==> src/rtl/as2650_bus_pkg.sv <==
// rtl/as2650_bus_pkg.sv - shared types and parameter limits for the AS2650 bus sequencer
package as2650_bus_pkg;

  // Request space selected by the core.
  typedef enum logic [1:0] {
    BT_MEM = 2'd0,
    BT_IOC = 2'd1,
    BT_IOD = 2'd2,
    BT_IOE = 2'd3
  } bt_e;

  // Bus-cycle phases. ST_RESP is the single rsp_valid cycle that separates
  // HOLD from IDLE, so a new request can never be accepted alongside a response.
  typedef enum logic [3:0] {
    ST_IDLE  = 4'd0,
    ST_AHI   = 4'd1,
    ST_AGAP  = 4'd2,
    ST_ALO   = 4'd3,
    ST_AGAP2 = 4'd4,
    ST_DATA  = 4'd5,
    ST_WAIT  = 4'd6,
    ST_HOLD  = 4'd7,
    ST_RESP  = 4'd8
  } state_e;

  localparam int ADDR_W_MIN      = 9;
  localparam int ADDR_W_MAX      = 16;
  localparam int WAIT_STATES_MAX = 7;
  localparam int READY_TO_MIN    = 1;
  localparam int READY_TO_MAX    = 255;

  // True when every parameter lies inside the range the counters and muxes are sized for.
  function automatic bit params_ok(input int addr_w, input int wait_states,
                                   input int ready_to, input int hi_cache);
    return (addr_w >= ADDR_W_MIN) && (addr_w <= ADDR_W_MAX) &&
           (wait_states >= 0) && (wait_states <= WAIT_STATES_MAX) &&
           (ready_to >= READY_TO_MIN) && (ready_to <= READY_TO_MAX) &&
           ((hi_cache == 0) || (hi_cache == 1));
  endfunction

endpackage

==> src/rtl/as2650_wait_ctr.sv <==
// rtl/as2650_wait_ctr.sv - wait-state preload followed by a READY timeout down-counter
module as2650_wait_ctr #(
  parameter int WAIT_STATES = 0,
  parameter int READY_TO    = 15
) (
  input  logic clk,
  input  logic rst,
  input  logic en,
  input  logic ready_i,
  output logic done,
  output logic timeout
);

  localparam logic [2:0] WS_INIT = 3'(WAIT_STATES);
  localparam logic [7:0] TO_INIT = 8'(READY_TO);

  logic [2:0] ws_q, ws_d;
  logic [7:0] to_q, to_d;

  // Counters sit preloaded while the strobe is inactive; during the strobe the
  // wait states drain first, then every cycle with ready_i low burns one timeout tick.
  always_comb begin
    ws_d    = ws_q;
    to_d    = to_q;
    done    = en && (ws_q == 3'd0) && ready_i;
    timeout = en && (ws_q == 3'd0) && !ready_i && (to_q <= 8'd1);
    if (!en) begin
      ws_d = WS_INIT;
      to_d = TO_INIT;
    end else if (ws_q != 3'd0) begin
      ws_d = ws_q - 3'd1;
    end else if (!ready_i && (to_q > 8'd1)) begin
      to_d = to_q - 8'd1;
    end
  end

  // Counter registers.
  always_ff @(posedge clk or posedge rst) begin
    if (rst) begin
      ws_q <= WS_INIT;
      to_q <= TO_INIT;
    end else begin
      ws_q <= ws_d;
      to_q <= to_d;
    end
  end

endmodule

==> src/rtl/as2650_bus_seq.sv <==
// rtl/as2650_bus_seq.sv - AS2650 multiplexed external bus-cycle sequencer
module as2650_bus_seq
  import as2650_bus_pkg::*;
#(
  parameter int ADDR_W      = 16,
  parameter int WAIT_STATES = 0,
  parameter int READY_TO    = 15,
  parameter int HI_CACHE    = 1
) (
  input  logic              wb_clk_i,
  input  logic              wb_rst_i,
  input  logic              req_valid,
  output logic              req_ready,
  input  logic [1:0]        req_type,
  input  logic              req_we,
  input  logic [ADDR_W-1:0] req_addr,
  input  logic [7:0]        req_wdata,
  output logic              rsp_valid,
  output logic [7:0]        rsp_rdata,
  output logic              rsp_err,
  input  logic              hi_flush,
  input  logic [7:0]        bus_in,
  output logic [7:0]        bus_out,
  output logic              bus_oe,
  output logic              le_hi,
  output logic              le_lo,
  output logic              oe_n,
  output logic              we_n,
  output logic              ioc,
  output logic              iod,
  output logic              ioe,
  input  logic              ready_i
);

  if (!params_ok(ADDR_W, WAIT_STATES, READY_TO, HI_CACHE)) begin : g_param_err
    $error("as2650_bus_seq: parameter out of range");
  end

  state_e            state_q, state_d;
  bt_e               type_q, type_d;
  logic              we_q, we_d;
  logic [ADDR_W-1:0] addr_q, addr_d;
  logic [7:0]        wdata_q, wdata_d;
  logic [7:0]        rdata_q, rdata_d;
  logic              err_q, err_d;
  logic [7:0]        hi_q, hi_d;
  logic              hi_valid_q, hi_valid_d;

  logic [7:0] req_hi;
  logic [7:0] cur_hi;
  logic       skip_hi;
  logic       accept;
  logic       strobe;
  logic       io_sel;
  logic       wait_done;
  logic       wait_timeout;

  // High address byte, zero-padded when ADDR_W < 16, for both the incoming and the latched request.
  always_comb begin
    req_hi = '0;
    req_hi[ADDR_W-9:0] = req_addr[ADDR_W-1:8];
    cur_hi = '0;
    cur_hi[ADDR_W-9:0] = addr_q[ADDR_W-1:8];
  end

  assign req_ready = (state_q == ST_IDLE) && !wb_rst_i;
  assign accept    = req_valid && req_ready;
  // A flush in the decision cycle wins over a cache hit so the external latch is refreshed.
  assign skip_hi   = (HI_CACHE != 0) && hi_valid_q && !hi_flush && (req_hi == hi_q);
  assign strobe    = (state_q == ST_DATA) || (state_q == ST_WAIT);

  as2650_wait_ctr #(
    .WAIT_STATES (WAIT_STATES),
    .READY_TO    (READY_TO)
  ) u_wait_ctr (
    .clk     (wb_clk_i),
    .rst     (wb_rst_i),
    .en      (strobe),
    .ready_i (ready_i),
    .done    (wait_done),
    .timeout (wait_timeout)
  );

  // Next state, request latch, read capture and high-byte cache maintenance.
  always_comb begin
    state_d    = state_q;
    type_d     = type_q;
    we_d       = we_q;
    addr_d     = addr_q;
    wdata_d    = wdata_q;
    rdata_d    = rdata_q;
    err_d      = err_q;
    hi_d       = hi_q;
    hi_valid_d = hi_valid_q;
    case (state_q)
      ST_IDLE: begin
        if (accept) begin
          type_d  = bt_e'(req_type);
          we_d    = req_we;
          addr_d  = req_addr;
          wdata_d = req_wdata;
          case (bt_e'(req_type))
            BT_IOC, BT_IOD: state_d = ST_DATA;
            BT_IOE:         state_d = ST_ALO;
            default:        state_d = skip_hi ? ST_ALO : ST_AHI;
          endcase
        end
      end
      ST_AHI: begin
        state_d    = ST_AGAP;
        hi_d       = cur_hi;
        hi_valid_d = 1'b1;
      end
      ST_AGAP:  state_d = ST_ALO;
      ST_ALO:   state_d = ST_AGAP2;
      ST_AGAP2: state_d = ST_DATA;
      ST_DATA, ST_WAIT: begin
        if (wait_done || wait_timeout) begin
          state_d = ST_HOLD;
          err_d   = wait_timeout;
          rdata_d = (we_q || wait_timeout) ? 8'h00 : bus_in;
        end else begin
          state_d = ST_WAIT;
        end
      end
      ST_HOLD:  state_d = ST_RESP;
      ST_RESP:  state_d = ST_IDLE;
      default:  state_d = ST_IDLE;
    endcase
    // A timed-out device may have missed the latch, so the cached byte is no longer trusted.
    if (hi_flush || wait_timeout) begin
      hi_valid_d = 1'b0;
    end
  end

  // State and request registers; reset drops everything mid-cycle and loses any request in flight.
  always_ff @(posedge wb_clk_i or posedge wb_rst_i) begin
    if (wb_rst_i) begin
      state_q    <= ST_IDLE;
      type_q     <= BT_MEM;
      we_q       <= 1'b0;
      addr_q     <= '0;
      wdata_q    <= 8'h00;
      rdata_q    <= 8'h00;
      err_q      <= 1'b0;
      hi_q       <= 8'h00;
      hi_valid_q <= 1'b0;
    end else begin
      state_q    <= state_d;
      type_q     <= type_d;
      we_q       <= we_d;
      addr_q     <= addr_d;
      wdata_q    <= wdata_d;
      rdata_q    <= rdata_d;
      err_q      <= err_d;
      hi_q       <= hi_d;
      hi_valid_q <= hi_valid_d;
    end
  end

  // Pin decode from the current phase; gaps keep the bus driven for latch hold time.
  always_comb begin
    le_hi   = 1'b0;
    le_lo   = 1'b0;
    oe_n    = 1'b1;
    we_n    = 1'b1;
    bus_oe  = 1'b0;
    bus_out = 8'h00;
    io_sel  = 1'b0;
    case (state_q)
      ST_AHI: begin
        le_hi   = 1'b1;
        bus_oe  = 1'b1;
        bus_out = cur_hi;
      end
      ST_AGAP: begin
        bus_oe  = 1'b1;
        bus_out = cur_hi;
      end
      ST_ALO: begin
        le_lo   = 1'b1;
        bus_oe  = 1'b1;
        bus_out = addr_q[7:0];
      end
      ST_AGAP2: begin
        // Reads release the pads here so the device can drive in the strobe cycle.
        bus_oe  = we_q;
        bus_out = addr_q[7:0];
      end
      ST_DATA, ST_WAIT: begin
        io_sel = 1'b1;
        if (we_q) begin
          we_n    = 1'b0;
          bus_oe  = 1'b1;
          bus_out = wdata_q;
        end else begin
          oe_n = 1'b0;
        end
      end
      ST_HOLD: begin
        io_sel = 1'b1;
        if (we_q) begin
          bus_oe  = 1'b1;
          bus_out = wdata_q;
        end
      end
      default: ;
    endcase
    ioc = io_sel && (type_q == BT_IOC);
    iod = io_sel && (type_q == BT_IOD);
    ioe = io_sel && (type_q == BT_IOE);
  end

  assign rsp_valid = (state_q == ST_RESP);
  assign rsp_err   = (state_q == ST_RESP) && err_q;
  assign rsp_rdata = rdata_q;

endmodule

==> config.mk <==
export PLATFORM = sky130hd
export DESIGN_NAME = as2650_bus_seq
export DESIGN_NICKNAME = d
export VERILOG_FILES = /design/src/rtl/as2650_bus_pkg.sv /design/src/rtl/as2650_wait_ctr.sv /design/src/rtl/as2650_bus_seq.sv
export SDC_FILE = /design/constraint.sdc
export NUM_CORES = 1
export LEC_CHECK = 0
export CORE_MARGIN = 3
export CORE_UTILIZATION = 50
export CTS_CLUSTER_DIAMETER = 80
export CTS_CLUSTER_SIZE = 10
export DETAILED_ROUTE_END_ITERATION = 7
export PLACE_DENSITY = 0.79
export SLEW_MARGIN = 20
export SYNTH_ARGS = -nofsm -noshare
export SYNTH_HDL_FRONTEND = slang
export SYNTH_HIERARCHICAL = 1
export SYNTH_SLANG_ARGS = --single-unit
==> constraint.sdc <==
create_clock -name wb_clk_i -period 3.1 [get_ports wb_clk_i]
set_input_delay 0.775 -clock wb_clk_i [delete_from_list [all_inputs] [get_ports wb_clk_i]]
set_output_delay 0.775 -clock wb_clk_i [all_outputs]
set_load 0.03 [all_outputs]
==> impl_metrics.ini, run 1 <==
[status]
outcome = finished clean

[cts]
clockBufferDepth = 2
ctsRootBufferMaster = clkbuf_8
ctsHoldBuffers = 0
clk_pin_slew_ns = 0.06
clock_latency_ns = 0.33
numCtsBuffers = 9
clock-sinks = 60
cts_setup_buffers = 0
htreeDepth = 3
cts_tree = yes

[timing]
slew_headroom = 0.636
finalCritPeriodShare = 0.963
setup_violations = 0
final_max_slew_viol_count = 0
period_minus_slack_ns = 2.99
fmax_ghz = 0.335
hold_viol = 0
worst_pin_slew_ns = 0.546
fin_hold_ws_ns = 0.477
skew_ns = 0.00531
finalSetupTns_ns = 0

[global_route]
grt_pass1_vias = 2495
globalRouteMet2Util = 0.342
met3_usage = 0.0642
grt_antenna_before_repair = 0
overflow = 0
grt_start_max_net_pins = 26
grt_use_met1 = 0.268
grt_pass1_wl_um = 11800
track_usage = 0.211
gr-max-usage-layer = met2

[placed_design]
place_inst = 455
dp_hpwl_um = 4990
io_buffers = 66
dpl-instance-area_mm2 = 0.00375
gp_congestion = 0.777

[layout]
stdcell_area_mm2 = 0.00401
fin_cells = 471
fillers = 435
nets = 440
layout_common_cells = nand2_1, dfrtp_1, clkdlybuf4s50_1, inv_1, buf_4
area_delta_synth_final_pct = 32.6
n_antenna_cell = 0
final_common_cell = nand2_1
drive_gt1_frac = 0.158

[setup_path]
crit_fanout = 13
crit_start = state_q[3]$_DFFE_PP0P_
crit_arrival_ns = 2.21
start_kind = register
worst_setup_path_end_kind = output pin
worst_r2r_startpoint = state_q[3]$_DFFE_PP0P_
worst-setup-path-type = reg2out
cp_data_required_time_ns = 2.32

[yosys]
syn-cell-area_mm2 = 0.00302
synth_edf_count = 0
ys_seq_elements = 60
synth_nets = 366
synth.top_cell.area_share = 0.463
yosysTopAreaCell = dfrtp_1
async_flop_share = 1.00
ys_seq_area_frac = 0.498
ys_top_cells_by_area = dfrtp_1, nand2_1, dfstp_2
avgSynthCellArea_um2 = 9.45
yosys_warnings = 6
synth_cells = 320
synth_cell_types = 45
synth_ff_type = dfrtp_1

[worst_hold_path]
worstHoldStart = wdata_q[6]$_DFFE_PP0P_
min_path_type = reg2reg

[routing]
antenna_left = 0
drc = 0
wl_per_cell_um = 14.8
initialDrtViolationCount = 117
num_vias = 2517
drt-vias-per-instance = 5.34
dr.pass1.iters = 4
routed_wirelength_um = 6990

[floorplanning]
io-pin-count = 67
fp.dieH_um = 83.8
design.core.area_mm2 = 0.00568
row_count = 27
die_x_um = 83.8
die_area_mm2 = 0.00702
initial_core_util = 0.533

[power_and_ir_drop]
clkPwrFrac = 0.210
power_density_mw_per_mm2 = 962
switching_share = 0.397
p_total_mw = 3.86
seqPwrFrac = 0.345
vdd_drop_max_mv = 0.611
power.internal_mw = 2.33
p_leak_nw = 1.92
p_comb_frac = 0.445
power_switching_mw = 1.53

[run]
maxCapViolations = 0
==> cell usage after synthesis (2+ instances only) <==
| cell | instances |
|---|---|
| a21oi_1 | 5 |
| a221o_1 | 8 |
| and2_1 | 9 |
| and3_1 | 4 |
| buf_2 | 5 |
| buf_6 | 4 |
| clkbuf_1 | 4 |
| dfrtp_1 | 56 |
| dfstp_2 | 4 |
| ha_1 | 6 |
| inv_1 | 19 |
| mux2_2 | 8 |
| nand2_1 | 91 |
| nand2b_1 | 4 |
| nand3_1 | 9 |
| nor2_1 | 17 |
| nor2b_1 | 2 |
| nor3_1 | 9 |
| nor3_2 | 2 |
| nor4_1 | 2 |
| nor4b_1 | 2 |
| o211ai_1 | 2 |
| o21ai_0 | 11 |
| o41ai_1 | 2 |
| or3_1 | 2 |
| or3_4 | 2 |
| xnor2_1 | 3 |
| xor2_1 | 11 |
==> critical path, cell delays in order, from the launching register on <==
cell and delay (ns):
dfrtp_1 0.62, nand2b_1 0.32, nor2_2 0.11, and2_0 0.18
buf_4 0.17, a221o_1 0.31, buf_4 0.17
==> area by class of cell <==
cell class	count	area, um^2	area share
clock buffers	12	165	0.0412
clock inverters	4	70.1	0.0175
inverters	19	71.3	0.0178
multi-input cells	228	1380	0.344
flip-flops and latches	60	1510	0.376
well taps	72	90.1	0.0225
repair buffers	76	726	0.181
==> per-layer routing <==
layer | routed length (um) | share of wire | vias to the layer above
met5 | 0 | 0 | -
met4 | 114 | 0.016 | 0
met3 | 393 | 0.056 | 12
met2 | 3360 | 0.48 | 80
met1 | 3120 | 0.45 | 1203
li1 | - | - | 1222
==> stage by stage <==
stage / setup WS [ns] / utilization
2_1_floorplan: 0.650 / -
3_3_place_gp: 0.294 / 0.661
3_5_place_dp: 0.284 / 0.661
4_1_cts: 0.0361 / 0.704
5_1_grt: -0.00639 / 0.706
6_report: 0.114 / 0.706
==> sequential cells by signal, indices dropped and copies added (netlist names) <==
signal	count
addr_q	16
hi_q	8
rsp_rdata	8
u_wait_ctr/to_q	8
wdata_q	8
state_q	4
u_wait_ctr/ws_q	3
type_q	2
err_q	1
hi_valid_q	1
we_q	1
==> power groups by stage <==
| stage | clock network, mW | logic, mW | registers (mW) |
|---|---|---|---|
| 2_1_floorplan | 0 | 1.06 | 1.36 |
| 3_3_place_gp | 0 | 1.67 | 1.31 |
| 3_5_place_dp | 0 | 1.71 | 1.33 |
| 4_1_cts | 0.825 | 1.72 | 1.32 |
| 5_1_grt | 0.872 | 1.86 | 1.37 |
| 6_report | 0.810 | 1.72 | 1.33 |
==> worst paths after layout <==
kind | to | slack, ns | depth (start not counted)
max | bus_out[7] | 0.11 | 6
min | wdata_q[6]$_DFFE_PP0P_ | 0.48 | 2
max reg2reg | state_q[0]$_DFFE_PP0P_ | 0.73 | 9
min reg2reg | wdata_q[6]$_DFFE_PP0P_ | 0.48 | 2
max in group asynchronous | rsp_rdata[4]$_DFFE_PP0N_ | 1.62 | 3
min in group asynchronous | u_wait_ctr/to_q[4]$_DFFE_PP0P_ | 0.84 | 2
==> cells by family (layout without fill, tap and decap cells) <==
family          count (synthesis)  after routing  share of synthesized area
buf+inv                        32            111                     0.0517
compound gates                 36             36                     0.0939
flops                          60             60                      0.498
xor+xnor                       14             14                     0.0405
simple gates                  163            163                      0.258
fa+ha+maj                       6              6                     0.0248
mux                             9              9                     0.0331
==> timing repair <==
action	CTS	global route
gates resized for setup	2	5
pin swaps	0	0
setup endpoints to repair	3	6
Power figures use the tool's default switching activity.
==> run 2, diff against run 1 <==
GPL_ROUTABILITY_DRIVEN = 0   (was unset)
clock period = 3.2 ns   (was 3.1 ns; I/O delays follow)
==> impl_metrics.ini, run 2 (synthesis gave the netlist of run 1 again) <==
[cts]
clock-sinks = 60
ctsHoldBuffers = 0
clockBufferDepth = 2
clock_latency_ns = 0.34
cts_tree = yes
ctsRootBufferMaster = clkbuf_8
clk_pin_slew_ns = 0.07
htreeDepth = 3
numCtsBuffers = 9

[global_route]
track_usage = 0.217
grt_pass1_wl_um = 12000
grt_start_max_net_pins = 30
grt_antenna_before_repair = 0
grt_pass1_vias = 2574
overflow = 0

[setup_path]
crit_fanout = 8
worst-setup-path-type = reg2out
worst_setup_path_end_kind = output pin
cp_data_required_time_ns = 2.40
start_kind = register
crit_arrival_ns = 2.24

[power_and_ir_drop]
seqPwrFrac = 0.352
p_total_mw = 3.66
vdd_drop_max_mv = 0.594
p_comb_frac = 0.460
power_density_mw_per_mm2 = 917
power.internal_mw = 2.15
clkPwrFrac = 0.187
switching_share = 0.413
p_leak_nw = 1.87
power_switching_mw = 1.51

[timing]
finalCritPeriodShare = 0.950
rsz0062_at_grt = false
worst_slack_ns = 0.161
period_minus_slack_ns = 3.04
setup_violations = 0
finalSetupTns_ns = 0
worst_pin_slew_ns = 0.583
skew_ns = 0.00576
hold_viol = 0
slew_headroom = 0.611
fmax_ghz = 0.329
final_max_slew_viol_count = 0

[routing]
initialDrtViolationCount = 117
wl_per_cell_um = 14.9
drc = 0
num_vias = 2497
antenna_left = 0
dr.pass1.iters = 4
routed_wirelength_um = 7040
drt-vias-per-instance = 5.29

[floorplanning]
initial_core_util = 0.533
io-pin-count = 67
die_area_mm2 = 0.00702
fp.dieH_um = 83.8
row_count = 27
die_x_um = 83.8
design.core.area_mm2 = 0.00568

[placed_design]
dp_slack_ns = 0.0149
io_buffers = 66
dpl-instance-area_mm2 = 0.00378
dp_hpwl_um = 5110

[status]
outcome = finished clean

[layout]
layout_common_cells = nand2_1, clkdlybuf4s50_1, dfrtp_1, inv_1, nor2_1
area_delta_synth_final_pct = 31.9
n_antenna_cell = 0
postLayoutCoreUtil = 0.703
drive_gt1_frac = 0.140
final_common_cell = nand2_1
largest_register = addr_q
largest_reg_flops = 16
nets = 441
stdcell_area_mm2 = 0.00399

[run]
maxCapViolations = 0

[worst_hold_path]
min_path_type = reg2reg
-- run 2: changes by cell type in the layout (fill, tap and decap cells not counted), sizes merged --
cell / before / now
buf: 18 / 12
clkbuf: 12 / 11
dlygate4sd2: 0 / 7
clkdlybuf4s50: 54 / 57
dlymetal6s2s: 4 / 1
clkinv: 2 / 4
bufinv: 2 / 1
-- run 2: final timing paths --
kind | startpoint | end | slack, ns | cells after the start
max in group asynchronous | wb_rst_i | rsp_rdata[5]$_DFFE_PP0N_ | 1.69 | 3
worst max register to register | u_wait_ctr/ws_q[0]$_DFFE_PP0P_ | rsp_rdata[4]$_DFFE_PP0N_ | 0.81 | 10
worst max-delay path | state_q[1]$_DFFE_PP0P_ | bus_out[3] | 0.16 | 5
worst min-delay path | addr_q[3]$_DFFE_PP0P_ | addr_q[3]$_DFFE_PP0P_ | 0.48 | 2
min in group asynchronous | wb_rst_i | u_wait_ctr/to_q[4]$_DFFE_PP0P_ | 0.86 | 2
worst min register to register | addr_q[3]$_DFFE_PP0P_ | addr_q[3]$_DFFE_PP0P_ | 0.48 | 2
-- run 2: area by class of cell --
type                       instances  area (um^2)
clock buffer                      11          151
clock inverter                     5         50.0
fill                             421         1690
inverter                          19         71.3
multi-input combinational        228         1380
sequential                        60         1510
tap                               72         90.1
timing repair buffer              77          734
-- run 2: through the flow --
stage	hold slack (ns)	instances
2_1_floorplan	0.445	320
3_3_place_gp	0.461	456
3_5_place_dp	0.468	456
4_1_cts	0.485	472
5_1_grt	0.521	472
6_report	0.482	472
-- run 2: what timing repair did --
item / in CTS / in global routing
setup buffers: 0 / 0
resized for setup: 11 / 1
setup endpoints to repair: 7 / 1
-- run 2: layer usage --
layer,vias up,global-route usage,wire length (um)
met5,-,0,0
met4,0,0.0819,80
met3,12,0.0622,466
met2,80,0.372,3520
met1,1194,0.257,2970
li1,1211,-,-
-- run 2: worst max-delay path: stages, from the launching register on --
cell	delay (ns)
dfrtp_1	0.47
xnor2_1	0.49
nor3_4	0.13
and2_1	0.19
a221o_1	0.26
dlygate4sd2_1	0.36
-- run 2: power by group through the flow --
stage / logic, mW / clock network (mW) / registers (mW)
2_1_floorplan: 1.03 / 0 / 1.31
6_report: 1.68 / 0.685 / 1.29
3_3_place_gp: 1.67 / 0 / 1.27
4_1_cts: 1.69 / 0.698 / 1.28
5_1_grt: 1.84 / 0.735 / 1.32
3_5_place_dp: 1.72 / 0 / 1.28
==> run 3, diff against run 2 <==
PLACE_DENSITY = 0.89   (was 0.79)
==> impl_metrics.ini, run 3 (synthesis gave the netlist of run 1 again) <==
[cts]
clk_pin_slew_ns = 0.07
clock_latency_ns = 0.34
ctsRootBufferMaster = clkbuf_8
clock-sinks = 60
htreeDepth = 3
cts_setup_buffers = 0
numCtsBuffers = 9
clockBufferDepth = 2
cts_tree = yes

[layout]
postLayoutCoreUtil = 0.708
largest_reg_flops = 16
seq_area_mm2 = 0.00151
final_common_cell = nand2_1
layout_common_cells = nand2_1, clkdlybuf4s50_1, dfrtp_1, inv_1, nor2_1
n_antenna_cell = 0
area_delta_synth_final_pct = 32.9
largest_register = addr_q
fillers = 423
drive_gt1_frac = 0.133
nets = 440
multi_input_area_mm2 = 0.00137

[global_route]
grt_antenna_before_repair = 0
track_usage = 0.231
grt_start_max_net_pins = 30
grt_pass1_vias = 2562
grt_pass1_wl_um = 12700
overflow = 0

[timing]
worst_pin_slew_ns = 1.03
hold_viol = 0
period_minus_slack_ns = 3.08
finalSetupTns_ns = 0
fmax_ghz = 0.325
slew_headroom = 0.314
setup_violations = 0
skew_ns = 0.00778
rsz0062_at_grt = false
finalCritPeriodShare = 0.963
final_max_slew_viol_count = 0

[power_and_ir_drop]
vdd_drop_max_mv = 0.459
power_density_mw_per_mm2 = 952
p_leak_nw = 1.88

[worst_hold_path]
min_path_type = reg2reg
worstHoldStart = addr_q[2]$_DFFE_PP0P_

[setup_path]
start_kind = register
worst_setup_path_end_kind = output pin
r2r_slack_ns = 0.76
worst_r2r_startpoint = u_wait_ctr/ws_q[0]$_DFFE_PP0P_
cp_data_required_time_ns = 2.40
worst-setup-path-type = reg2out
crit_start = state_q[1]$_DFFE_PP0P_
crit_fanout = 8
crit_arrival_ns = 2.28

[routing]
dr.pass1.iters = 5
antenna_left = 0
drc = 0
wl_per_cell_um = 16.3
drt-vias-per-instance = 5.43
num_vias = 2559
routed_wirelength_um = 7670
initialDrtViolationCount = 198

[floorplanning]
die_area_mm2 = 0.00702
die_x_um = 83.8
io-pin-count = 67
row_count = 27
fp.dieH_um = 83.8
design.core.area_mm2 = 0.00568
initial_core_util = 0.533

[status]
outcome = finished clean

[run]
maxCapViolations = 0

[placed_design]
io_buffers = 66
dp_hpwl_um = 5470
run 3: worst paths after layout:
check,endpoint,cells after the start
max in group asynchronous,rsp_rdata[5]$_DFFE_PP0N_,3
worst max-delay path,bus_out[1],5
worst min-delay path,addr_q[2]$_DFFE_PP0P_,2
worst min register to register,addr_q[2]$_DFFE_PP0P_,2
min in group asynchronous,u_wait_ctr/ws_q[0]$_DFFE_PP0P_,2
worst max register to register,rsp_rdata[6]$_DFFE_PP0N_,10
run 3: final cells by class:
class	instances	share of cell area
inverters	19	0.0177
multi-input cells	228	0.341
clock inverters	4	0.0237
well taps	72	0.0224
clock buffers	12	0.0386
repair buffers	76	0.181
flip-flops and latches	60	0.375
run 3: stage by stage:
step / cell area, um^2 / cells / hold WS (ns) / worst slack, ns / power [mW]
CTS: 4020 / 471 / 0.487 / 0.0581 / 3.84
floorplan: 3020 / 320 / 0.445 / 0.725 / 2.34
detailed placement: 3770 / 455 / 0.468 / 0.153 / 3.01
global route: 4020 / 471 / 0.517 / 0.0194 / 4.05
global placement: 3770 / 455 / 0.460 / 0.261 / 2.93
finish: 4020 / 471 / 0.486 / 0.119 / 3.83
run 3: timing repair:
action | 4_1_cts | 5_1_grt
setup endpoints to repair | 8 | 2
resized for setup | 10 | 2
hold buffers | 0 | 0
run 3: power breakdown:
part | leakage, nW | internal, mW | switching [mW]
Clock | 0.127 | 0.559 | 0.291
Sequential | 0.749 | 1.06 | 0.255
Combinational | 1.01 | 0.684 | 0.983
run 3: worst max-delay path, stage by stage (launching register included):
cell and delay (ns):
dfrtp_1 0.48, xnor2_1 0.43, nor3_2 0.16, and2_1 0.21
a221o_1 0.29, dlygate4sd2_1 0.37
run 3: per-layer routing:
layer,GRT usage,vias up,wire length [um]
met3,0.0602,10,431
met4,0.0965,0,105
met1,0.279,1244,3190
met2,0.389,89,3940
met5,0,-,0
li1,-,1216,-
